[src/rtl/dcm_phase_seq_pkg.sv]
// Shared opcodes, FSM states and error bit indices for the DCM phase sequencer.
package dcm_phase_seq_pkg;

  localparam logic [3:0] CMD_CLR   = 4'd0;
  localparam logic [3:0] CMD_INC   = 4'd1;
  localparam logic [3:0] CMD_DEC   = 4'd2;
  localparam logic [3:0] CMD_ZERO  = 4'd3;
  localparam logic [3:0] CMD_GOTO  = 4'd4;
  localparam logic [3:0] CMD_ABORT = 4'd5;
  localparam logic [3:0] CMD_NOP   = 4'd15;

  typedef enum logic [1:0] {
    ST_IDLE  = 2'd0,
    ST_STEP  = 2'd1,
    ST_WAIT  = 2'd2,
    ST_CHECK = 2'd3
  } state_e;

  localparam int ERR_BUSY  = 0;
  localparam int ERR_LIMIT = 1;
  localparam int ERR_TMO   = 2;

endpackage

[src/rtl/dcm_phase_wdog.sv]
// PSDONE watchdog: counts enabled cycles, flags expiry on the (2^TMO_W-1)th one.
module dcm_phase_wdog #(
  parameter int TMO_W = 8
) (
  input  logic cclk,
  input  logic rst,
  input  logic clr_i,
  input  logic en_i,
  output logic expire_o
);

  localparam logic [TMO_W-1:0] LAST = TMO_W'((1 << TMO_W) - 2);

  logic [TMO_W-1:0] cnt_q, cnt_d;

  always_comb begin
    cnt_d = cnt_q;
    if (clr_i)     cnt_d = '0;
    else if (en_i) cnt_d = cnt_q + 1'b1;
  end

  always_ff @(posedge cclk or posedge rst) begin
    if (rst) cnt_q <= '0;
    else     cnt_q <= cnt_d;
  end

  // count starts at 0 on the first enabled cycle
  assign expire_o = en_i && (cnt_q == LAST);

endmodule

[src/rtl/dcm_phase_seq.sv]
// Multi-channel DCM variable phase-shift sequencer, one channel moving at a time.
// Optional PSDONE watchdog enabled by DCM_PHASE_SEQ_TIMEOUT_EN.
module dcm_phase_seq
  import dcm_phase_seq_pkg::*;
#(
  parameter int NCH       = 2,
  parameter int PHASE_W   = 9,
  parameter int PHASE_MIN = -255,
  parameter int PHASE_MAX = 255,
  parameter int TMO_W     = 8,
  localparam int CW       = (NCH > 1) ? $clog2(NCH) : 1
) (
  input  logic               cclk,
  input  logic               rst,
  input  logic               wcmd,
  input  logic [CW-1:0]      wch,
  input  logic [3:0]         cmd,
  input  logic [PHASE_W-1:0] wdata,
  input  logic [CW-1:0]      rch,
  output logic [NCH-1:0]     ps_en,
  output logic [NCH-1:0]     ps_incdec,
  input  logic [NCH-1:0]     ps_done,
  output logic [PHASE_W-1:0] phase,
  output logic               busy,
  output logic               done,
  output logic [2:0]         err
);

  localparam int EW = PHASE_W + 1;
  localparam logic signed [EW-1:0] MAX_E = EW'(PHASE_MAX);
  localparam logic signed [EW-1:0] MIN_E = EW'(PHASE_MIN);

  state_e                    state_q, state_d;
  logic [CW-1:0]             ach_q, ach_d;
  logic signed [PHASE_W-1:0] tgt_q, tgt_d;
  logic signed [PHASE_W-1:0] phase_q [NCH];
  logic [NCH-1:0]            incdec_q;
  logic [2:0]                err_q, err_d, err_set;
  logic                      expire;

  logic                      is_move, is_abort, is_clr, lim;
  logic signed [PHASE_W-1:0] cur, tgt_new;
  logic signed [EW-1:0]      cur_e, raw, clamped;

  assign is_move  = wcmd && (cmd inside {CMD_INC, CMD_DEC, CMD_ZERO, CMD_GOTO});
  assign is_abort = wcmd && (cmd == CMD_ABORT);
  assign is_clr   = wcmd && (cmd == CMD_CLR);
  assign cur      = phase_q[wch];
  assign cur_e    = {cur[PHASE_W-1], cur};

  // target computed one bit wider so +1 at PHASE_MAX cannot wrap before clamping
  always_comb begin
    raw = cur_e;
    case (cmd)
      CMD_INC:  raw = cur_e + EW'(1);
      CMD_DEC:  raw = cur_e - EW'(1);
      CMD_ZERO: raw = '0;
      CMD_GOTO: raw = {wdata[PHASE_W-1], wdata};
      default:  raw = cur_e;
    endcase
    lim     = 1'b0;
    clamped = raw;
    if (raw > MAX_E) begin
      clamped = MAX_E;
      lim     = 1'b1;
    end else if (raw < MIN_E) begin
      clamped = MIN_E;
      lim     = 1'b1;
    end
    tgt_new = clamped[PHASE_W-1:0];
  end

  always_comb begin
    state_d = state_q;
    ach_d   = ach_q;
    tgt_d   = tgt_q;
    err_set = '0;
    case (state_q)
      ST_IDLE: if (is_move) begin
        ach_d              = wch;
        tgt_d              = tgt_new;
        err_set[ERR_LIMIT] = lim;
        if (tgt_new != cur) state_d = ST_STEP;
      end
      ST_STEP: state_d = ST_WAIT;
      ST_WAIT: begin
        if (ps_done[ach_q]) state_d = ST_CHECK;
        else if (expire) begin
          state_d          = ST_IDLE;
          err_set[ERR_TMO] = 1'b1;
        end
      end
      ST_CHECK: state_d = (phase_q[ach_q] == tgt_q) ? ST_IDLE : ST_STEP;
      default:  state_d = ST_IDLE;
    endcase
    if (state_q != ST_IDLE && is_move) err_set[ERR_BUSY] = 1'b1;
    if (is_abort) state_d = ST_IDLE;
    err_d = (is_clr ? 3'b000 : err_q) | err_set;
  end

  always_ff @(posedge cclk or posedge rst) begin
    if (rst) begin
      state_q  <= ST_IDLE;
      ach_q    <= '0;
      tgt_q    <= '0;
      incdec_q <= '0;
      err_q    <= '0;
      for (int i = 0; i < NCH; i++) phase_q[i] <= '0;
    end else begin
      state_q <= state_d;
      ach_q   <= ach_d;
      tgt_q   <= tgt_d;
      err_q   <= err_d;
      // direction must be stable during the STEP cycle, so latch it on entry
      if (state_d == ST_STEP) incdec_q[ach_d] <= (tgt_d > phase_q[ach_d]);
      if (state_q == ST_WAIT && ps_done[ach_q] && !is_abort)
        phase_q[ach_q] <= (tgt_q > phase_q[ach_q]) ? phase_q[ach_q] + 1'b1
                                                   : phase_q[ach_q] - 1'b1;
    end
  end

`ifdef DCM_PHASE_SEQ_TIMEOUT_EN
  dcm_phase_wdog #(.TMO_W(TMO_W)) u_wdog (
    .cclk     (cclk),
    .rst      (rst),
    .clr_i    (state_q == ST_STEP),
    .en_i     (state_q == ST_WAIT),
    .expire_o (expire)
  );
`else
  assign expire = 1'b0;
`endif

  always_comb begin
    ps_en = '0;
    if (state_q == ST_STEP && !is_abort) ps_en[ach_q] = 1'b1;
  end

  assign ps_incdec = incdec_q;
  assign phase     = phase_q[rch];
  assign busy      = (state_q != ST_IDLE);
  assign done      = (state_q == ST_IDLE);
  // bit 2 can only be set by the watchdog, so it reads 0 when that is absent
  assign err       = err_q;

endmodule
[config.mk]
export PLATFORM = sky130hd
export DESIGN_NAME = dcm_phase_seq
export DESIGN_NICKNAME = d
export VERILOG_FILES = /design/src/rtl/dcm_phase_seq_pkg.sv /design/src/rtl/dcm_phase_wdog.sv /design/src/rtl/dcm_phase_seq.sv
export SDC_FILE = /design/constraint.sdc
export NUM_CORES = 1
export LEC_CHECK = 0
export ABC_CLOCK_PERIOD_IN_PS = 6200
export BUFFER_PORTS_ARGS = -buffer_cell sky130_fd_sc_hd__clkbuf_2
export CORE_MARGIN = 3
export CORE_UTILIZATION = 61
export CTS_CLUSTER_SIZE = 12
export DETAILED_ROUTE_END_ITERATION = 8
export PLACE_DENSITY = 0.89
export RECOVER_POWER = 100
export SYNTH_ARGS = -nofsm -noshare
export SYNTH_HDL_FRONTEND = slang
export SYNTH_SLANG_ARGS = --single-unit
[constraint.sdc]
create_clock -name cclk -period 6.2 [get_ports cclk]
set_input_delay 0.31 -clock cclk [delete_from_list [all_inputs] [get_ports cclk]]
set_output_delay 0.31 -clock cclk [all_outputs]
set_load 0.01 [all_outputs]
; ---- After elaboration in Yosys (flattened, before gate mapping)
; Index checks and enable logic that the tools add are counted.
[classes]
n_mux = 43
order_cmp = 13
n_eq_ne = 11
n_bitwise = 5
n_addsub = 4
reduce_logical = 15
[ops]
columns = op, count
row1 = $mux W9, 18
row2 = $pmux W10 S4, 1
row3 = $bwmux W18, 1
row4 = $gt A9 B9 Y1, 2
row5 = $mux W1, 12
row6 = $add A9 B2 Y10 const B, 1
row7 = $gt A10 B9 Y1 const B, 1
row8 = $logic_and A1 B1 Y1, 10
row9 = $lt A10 B9 Y1 const B, 1
row10 = $mux W2, 5
row11 = $sub A9 B2 Y10 const B, 1
row12 = $add A9 B1 Y9 const B, 1
row13 = $demux W9 S1, 1
row14 = $eq A9 B9 Y1, 1
row15 = $ne A9 B9 Y1, 1
row16 = $sub A9 B1 Y9 const B, 1
row17 = $eq A4 B2 Y1 const B, 2
row18 = $eq A4 B3 Y1 const B, 2
row19 = $ge A2 B2 Y1 const B, 4
row20 = $not A1 Y2, 4
row21 = $pmux W2 S4, 1
row22 = $eq A2 B1 Y1 const B, 2
row23 = $eq A2 B2 Y1 const B, 2
row24 = $eq A4 B1 Y1 const B, 1
row25 = other kinds (12), 15
[totals]
output_inout_bits = 18
in_bits = 20
reg_bits = 35
word_cells = 98

; ---- Depth between registers and ports, before layout
[depth]
ltp_word = 15
mapped_depth = 30
mapped_depth_nobuf = 26

; ---- Worst setup path before layout
; No wires, ideal clock.
[synth_timing]
path_type = input-to-reg
startpoint = input port wch
endpoint = register incdec_q[0] (netlist: ps_incdec[0])
path_slack_ps = 823
setup_ps = 128
t_required_ps = 6072
cell_stages = 29
arrival_time_ps = 5250
path_buffers = 3
path_cell_list = buf_6 clkbuf_1 mux2i_1 inv_1 ha_1 clkbuf_1 inv_1 a2111oi_1 nor3_1 nand3b_4 xnor2_1 a21oi_1 a2bb2oi_1 o31ai_1 and2_1 o211ai_1 o21a_1 ha_1 nor2b_1 o21a_1 o21a_1 o21a_1 o21a_1 o21a_1 o21ai_0 nand2_1 o211ai_1 o21ai_0 mux2_1
[synth_via]
elab_cells_between_ends = 32
classes_between = add/sub (2) / order compare (5) / eq/ne (2) / mux (20) / bitwise (2) / reduce/logical (1)
[synth_rtl]
columns = item, line_no
row1 = "start, declared", dcm_phase_seq.sv:16  ; input logic [CW-1:0] wch,
row2 = $not A1 Y2 (implied by the code) (*), dcm_phase_seq.sv:48  ; assign cur = phase_q[wch];
row3 = $mux W9 (implied by the code) (*) (3 in a row), dcm_phase_seq.sv:48
row4 = $sub A9 B2 Y10 or $add A9 B2 Y10 (tied branches), "dcm_phase_seq.sv:56, dcm_phase_seq.sv:55"
row5 = $pmux W10 S4 (*), dcm_phase_seq.sv:54  ; case (cmd)
row6 = $lt A10 B9 Y1, dcm_phase_seq.sv:66  ; end else if (raw < MIN_E) begin
row7 = $mux W9, dcm_phase_seq.sv:66
row8 = $mux W9 (*), dcm_phase_seq.sv:63  ; if (raw > MAX_E) begin
row9 = $mux W9 (*), dcm_phase_seq.sv:79  ; ST_IDLE: if (is_move) begin
row10 = $mux W9 (*), dcm_phase_seq.sv:78  ; case (state_q)
row11 = via tgt_d[1], dcm_phase_seq.sv:35  ; logic signed [PHASE_W-1:0] tgt_q, tgt_d;
row12 = $gt A9 B9 Y1 (*), dcm_phase_seq.sv:115  ; if (state_d == ST_STEP) incdec_q[ach_d] <= (tgt_d > phase_q[ach_d]);
row13 = $bwmux W2 (*), dcm_phase_seq.sv:115
row14 = "end signal, assigned by index", dcm_phase_seq.sv:115
row15 = "end, declared", dcm_phase_seq.sv:37  ; logic [NCH-1:0] incdec_q;
; Mark *: on every way through the listed nets, which the timed path passes. The rest lies on a longest branch. The select of a mux whose other input is x is not followed.
; A chain may end at the register's enable or synchronous reset.

; ---- Worst setup path after layout
[layout_timing]
startpoint = input port cmd[3]
endpoint = register incdec_q[0] (netlist: ps_incdec[0])
[layout_via]
elab_cells_between_ends = 34
classes_between = order compare (5) / eq/ne (7) / mux (17) / bitwise (1) / reduce/logical (4)
[layout_rtl]
columns = item, line_no
row1 = "start, declared", dcm_phase_seq.sv:17  ; input logic [3:0] cmd,
row2 = $eq A4 B3 Y1 (tied with other cells), "dcm_phase_seq.sv:45, dcm_phase_seq.sv:54"
row3 = $pmux W10 S4, dcm_phase_seq.sv:54
row4 = $lt A10 B9 Y1, dcm_phase_seq.sv:66
row5 = $mux W9, dcm_phase_seq.sv:66
row6 = $mux W9, dcm_phase_seq.sv:63
row7 = $mux W9 (*), dcm_phase_seq.sv:79
row8 = $mux W9 (*), dcm_phase_seq.sv:78
row9 = via tgt_d[1], dcm_phase_seq.sv:35
row10 = $gt A9 B9 Y1 (*), dcm_phase_seq.sv:115
row11 = $bwmux W2 (*), dcm_phase_seq.sv:115
; Marks and branches as above.

==> summary.txt <==
Status
  – Status: finished, violations left
  – Failing checks: max-capacitance violations, max-slew violations

Clock network
  – # H-tree levels: 2
  – Hold buffers post-CTS: 0
  – PostCTS Resize Cnt: 0
  – Postcts setup bufs: 0
  – Clk pin slew, worst setup/hold paths: 0.08 ns
  – CTS tree: done
  – Clk root buf: clkbuf_8
  – CTS Buf Count: 5
  – Clk sinks: 34
  – Clock tree buffer depth: 2
  – Worst skew pair latency: 0.30 ns

Synthesis
  – Post-synth EDFFs: 0
  – Asr flop ratio synth: 100%
  – Sequential share of the synthesized area: 21.4%
  – Syn Area/Cell: 8.69 sq um
  – Gate count after technology mapping: 457
  – Top_reg_cell synth: dfrtp_1
  – Ys Warns: 0
  – Post-Syn Nets: 512
  – FF+latch count, synth: 34
  – Post-synth cell types: 73
  – Mapped Area: around 4000 sq um

STA
  – Final hold violations: 0
  – Max transition margin: -23.7%
  – FMAX: 176 MHz
  – Clk_skew: 0.0109 ns
  – Worst Tran Pin Value: 1.86 ns
  – Fin. max-slew vios: 39
  – Period Utilization, post-route: 91.8%
  – Setup TNS: 0 ns
  – RSZ-0062 raised after global routing: false
  – # setup viols final: 0
  – Final Critical Period: 5.69 ns

Floorplan
  – Die ar.: 7520 sq um
  – Top-Level Pins: 38
  – Height of the die: around 87 microns
  – Starting Density: approximately two thirds
  – Die X: 86.7 microns
  – Core ar.: 6100 sq um
  – Rows: 28

Detailed routing
  – Starting DRC count in detailed routing: between 300 and 400
  – DRC: 0
  – Average wire per cell in the routed design: about 20 microns
  – Initial DRT Pass Iterations: 5
  – Vias: 3822
  – Met1 Wirelength: 4450 microns
  – DR top layer: met4
  – Vias per cell: between 6 and 7
  – Met3 WL: 1100 microns
  – Post-Route WL: around 11000 microns
  – Metal2 WL: about 5600 microns
  – Final ANT Viol Nets: 0

Power
  – Clock Power Share: 6.2%
  – Switching Share: roughly 52%
  – Pwr dens: 654 nW/um^2
  – Peak VDD IR: 0.000721 V
  – Pint: 1.33 mW
  – Combinational group share of total power: 75.2%
  – Leak: 1.88 nW
  – NetSw: 1.43 mW
  – Register share of total power: 18.6%

Min path
  – Worst hold endpoint: err[0]$_DFF_PP0_
  – HP Class: in -> reg
  – Worst hold path cell count: 3
  – Hold path startpoint: wcmd

Finish
  – Layout cells sized above 1: 16.4%
  – ANT cells: 0
  – Fin cells: 562
  – Post-layout nets: 541
  – Finished Core Util: 69.3%
  – Area delta synth->final: 6.30%

Job
  – Max-cap violations: 2

Critical path
  – R2r worst-path depth: 27
  – CP endpoint kind: flop
  – CP startpoint kind: input port
  – Worst-path fanout max: 21
  – Flop2flop setup slack: 0.52 ns
  – Worst endpoint required time: ~6.4 ns
  – CP Class: in -> reg
  – Worst reg2reg endpoint: ps_incdec[0]$_DFFE_PP0P_
  – Arr. time, crit path: 5.87 ns
  – Worst R2R Start: phase_q[13]$_DFFE_PP0P_
  – Crit path from: cmd[3]

Place
  – IO Port Bufs: 36
  – # placed instances: ~550
  – Placed wire-length estimate: between 8000 and 9000 microns
  – Routability cong.: about 1

GRT
  – Grt ovf: 0
  – Initial antenna violation count: 0
  – Largest net degree at the start of global routing: 35
  – Global Route Usage Sum: 30.2%
  – Vias in the first global route: 3673
  – First-pass GRT wire length: approximately 18000 microns
==> cell usage in the layout, fill, tap and decap left out, types with 8 or more instances in the layout <==
cell,count
o21a_1,11
buf_4,8
nand3_1,13
mux2_2,26
clkbuf_2,19
nand2_1,42
nor2_1,19
o21ai_0,28
ha_1,34
dfrtp_1,34
nand4_1,10
mux2i_1,25
clkbuf_1,21
xnor2_1,15
inv_1,23
a21oi_1,28
==> final cells by class <==
class                      instances  area, sq um
multi-input combinational        371         2850
fill                             472         1870
sequential                        34          851
timing repair buffer              47          230
inverter                          27          106
tap                               75         93.8
clock buffer                       7         86.3
clock inverter                     1         5.00
==> flip-flops by register name, summed over array words and instances, names as in the netlist <==
| register | count |
|---|---|
| tgt_q | 9 |
| err | 2 |
| state_q | 2 |
| phase_q | 18 |
| ps_incdec | 2 |
| ach_q | 1 |
==> kinds of logic (layout without fill, tap and decap cells) <==
| kind of cell | Yosys count | after routing | synth area share [%] |
|---|---|---|---|
| AOI/OAI and AO/OA | 133 | 133 | 23.9 |
| xor gates and xnor gates | 21 | 21 | 4.98 |
| adders and majority gates | 36 | 36 | 11.5 |
| buffers and inverters | 52 | 82 | 6.36 |
| DFF | 34 | 34 | 21.4 |
| muxes | 56 | 56 | 15.5 |
| other | 1 | 1 | 0.0944 |
| and+or+nand+nor | 124 | 124 | 16.3 |
==> metrics by stage <==
step	hold slack, ns	setup slack [ns]	area [sq um]	power (mW)
floorplan	0.452	0.823	3970	2.02
CTS	0.0944	0.646	4270	2.74
finish	0.374	0.510	4220	2.76
global placement	0.400	0.495	4180	2.42
global route	0.411	0.155	4220	3.00
detailed placement	0.406	0.400	4180	2.53
==> power by group through the flow <==
stage / combinational (mW) / clock (mW) / sequential [mW]
6_report: 2.08 / 0.172 / 0.513
5_1_grt: 2.29 / 0.184 / 0.525
4_1_cts: 2.07 / 0.174 / 0.503
3_5_place_dp: 2.03 / 0 / 0.505
3_3_place_gp: 1.93 / 0 / 0.494
2_1_floorplan: 1.60 / 0 / 0.422
==> critical path: stages <==
cell,delay (ns)
clkbuf_2,0.13
or4b_4,0.67
clkinv_4,0.21
ha_1,0.34
inv_1,0.10
a2111oi_1,0.55
nor3_1,0.17
nand3b_4,0.14
xnor2_1,0.16
o21ai_1,0.10
a2bb2oi_1,0.32
o31ai_1,0.13
and2_0,0.18
o211ai_1,0.17
o21a_1,0.17
ha_1,0.25
nor2b_1,0.14
o21a_1,0.16
o21a_1,0.17
o21a_1,0.17
o21a_1,0.17
o21a_1,0.16
o21ai_0,0.15
nand2_1,0.08
o211ai_1,0.07
o21ai_0,0.15
mux2_1,0.33
==> worst max path at each step <==
stage / endpoint
after detailed placement: ps_incdec[1]$_DFFE_PP0P_
after floorplan: ps_incdec[0]$_DFFE_PP0P_
final: ps_incdec[0]$_DFFE_PP0P_
after global placement: ps_incdec[1]$_DFFE_PP0P_
after CTS: ps_incdec[0]$_DFFE_PP0P_
after global routing: ps_incdec[0]$_DFFE_PP0P_
==> per-layer routing <==
layer / GRT usage [%] / up-vias
met2: 51.4 / 237
li1: - / 1761
met5: 0 / -
met1: 39.7 / 1796
met4: 10.3 / 0
met3: 3.71 / 28
==> cells in the mapped netlist (all sizes together) (10+ instances only) <==
| master | number | area share [%] |
|---|---|---|
| xnor2 | 15 | 3.3 |
| nand2 | 43 | 4.1 |
| mux2i | 27 | 7.2 |
| o21a | 11 | 2.1 |
| clkbuf | 14 | 1.3 |
| dfrtp | 34 | 21 |
| nand4 | 10 | 1.6 |
| mux2 | 29 | 8.3 |
| inv | 26 | 2.5 |
| nand3 | 14 | 1.9 |
| ha | 34 | 11 |
| o21ai | 31 | 3.9 |
| nor2 | 19 | 1.8 |
| a21oi | 28 | 3.5 |
| buf | 11 | 2.4 |
Note: power is estimated with default switching activity, not from simulation.
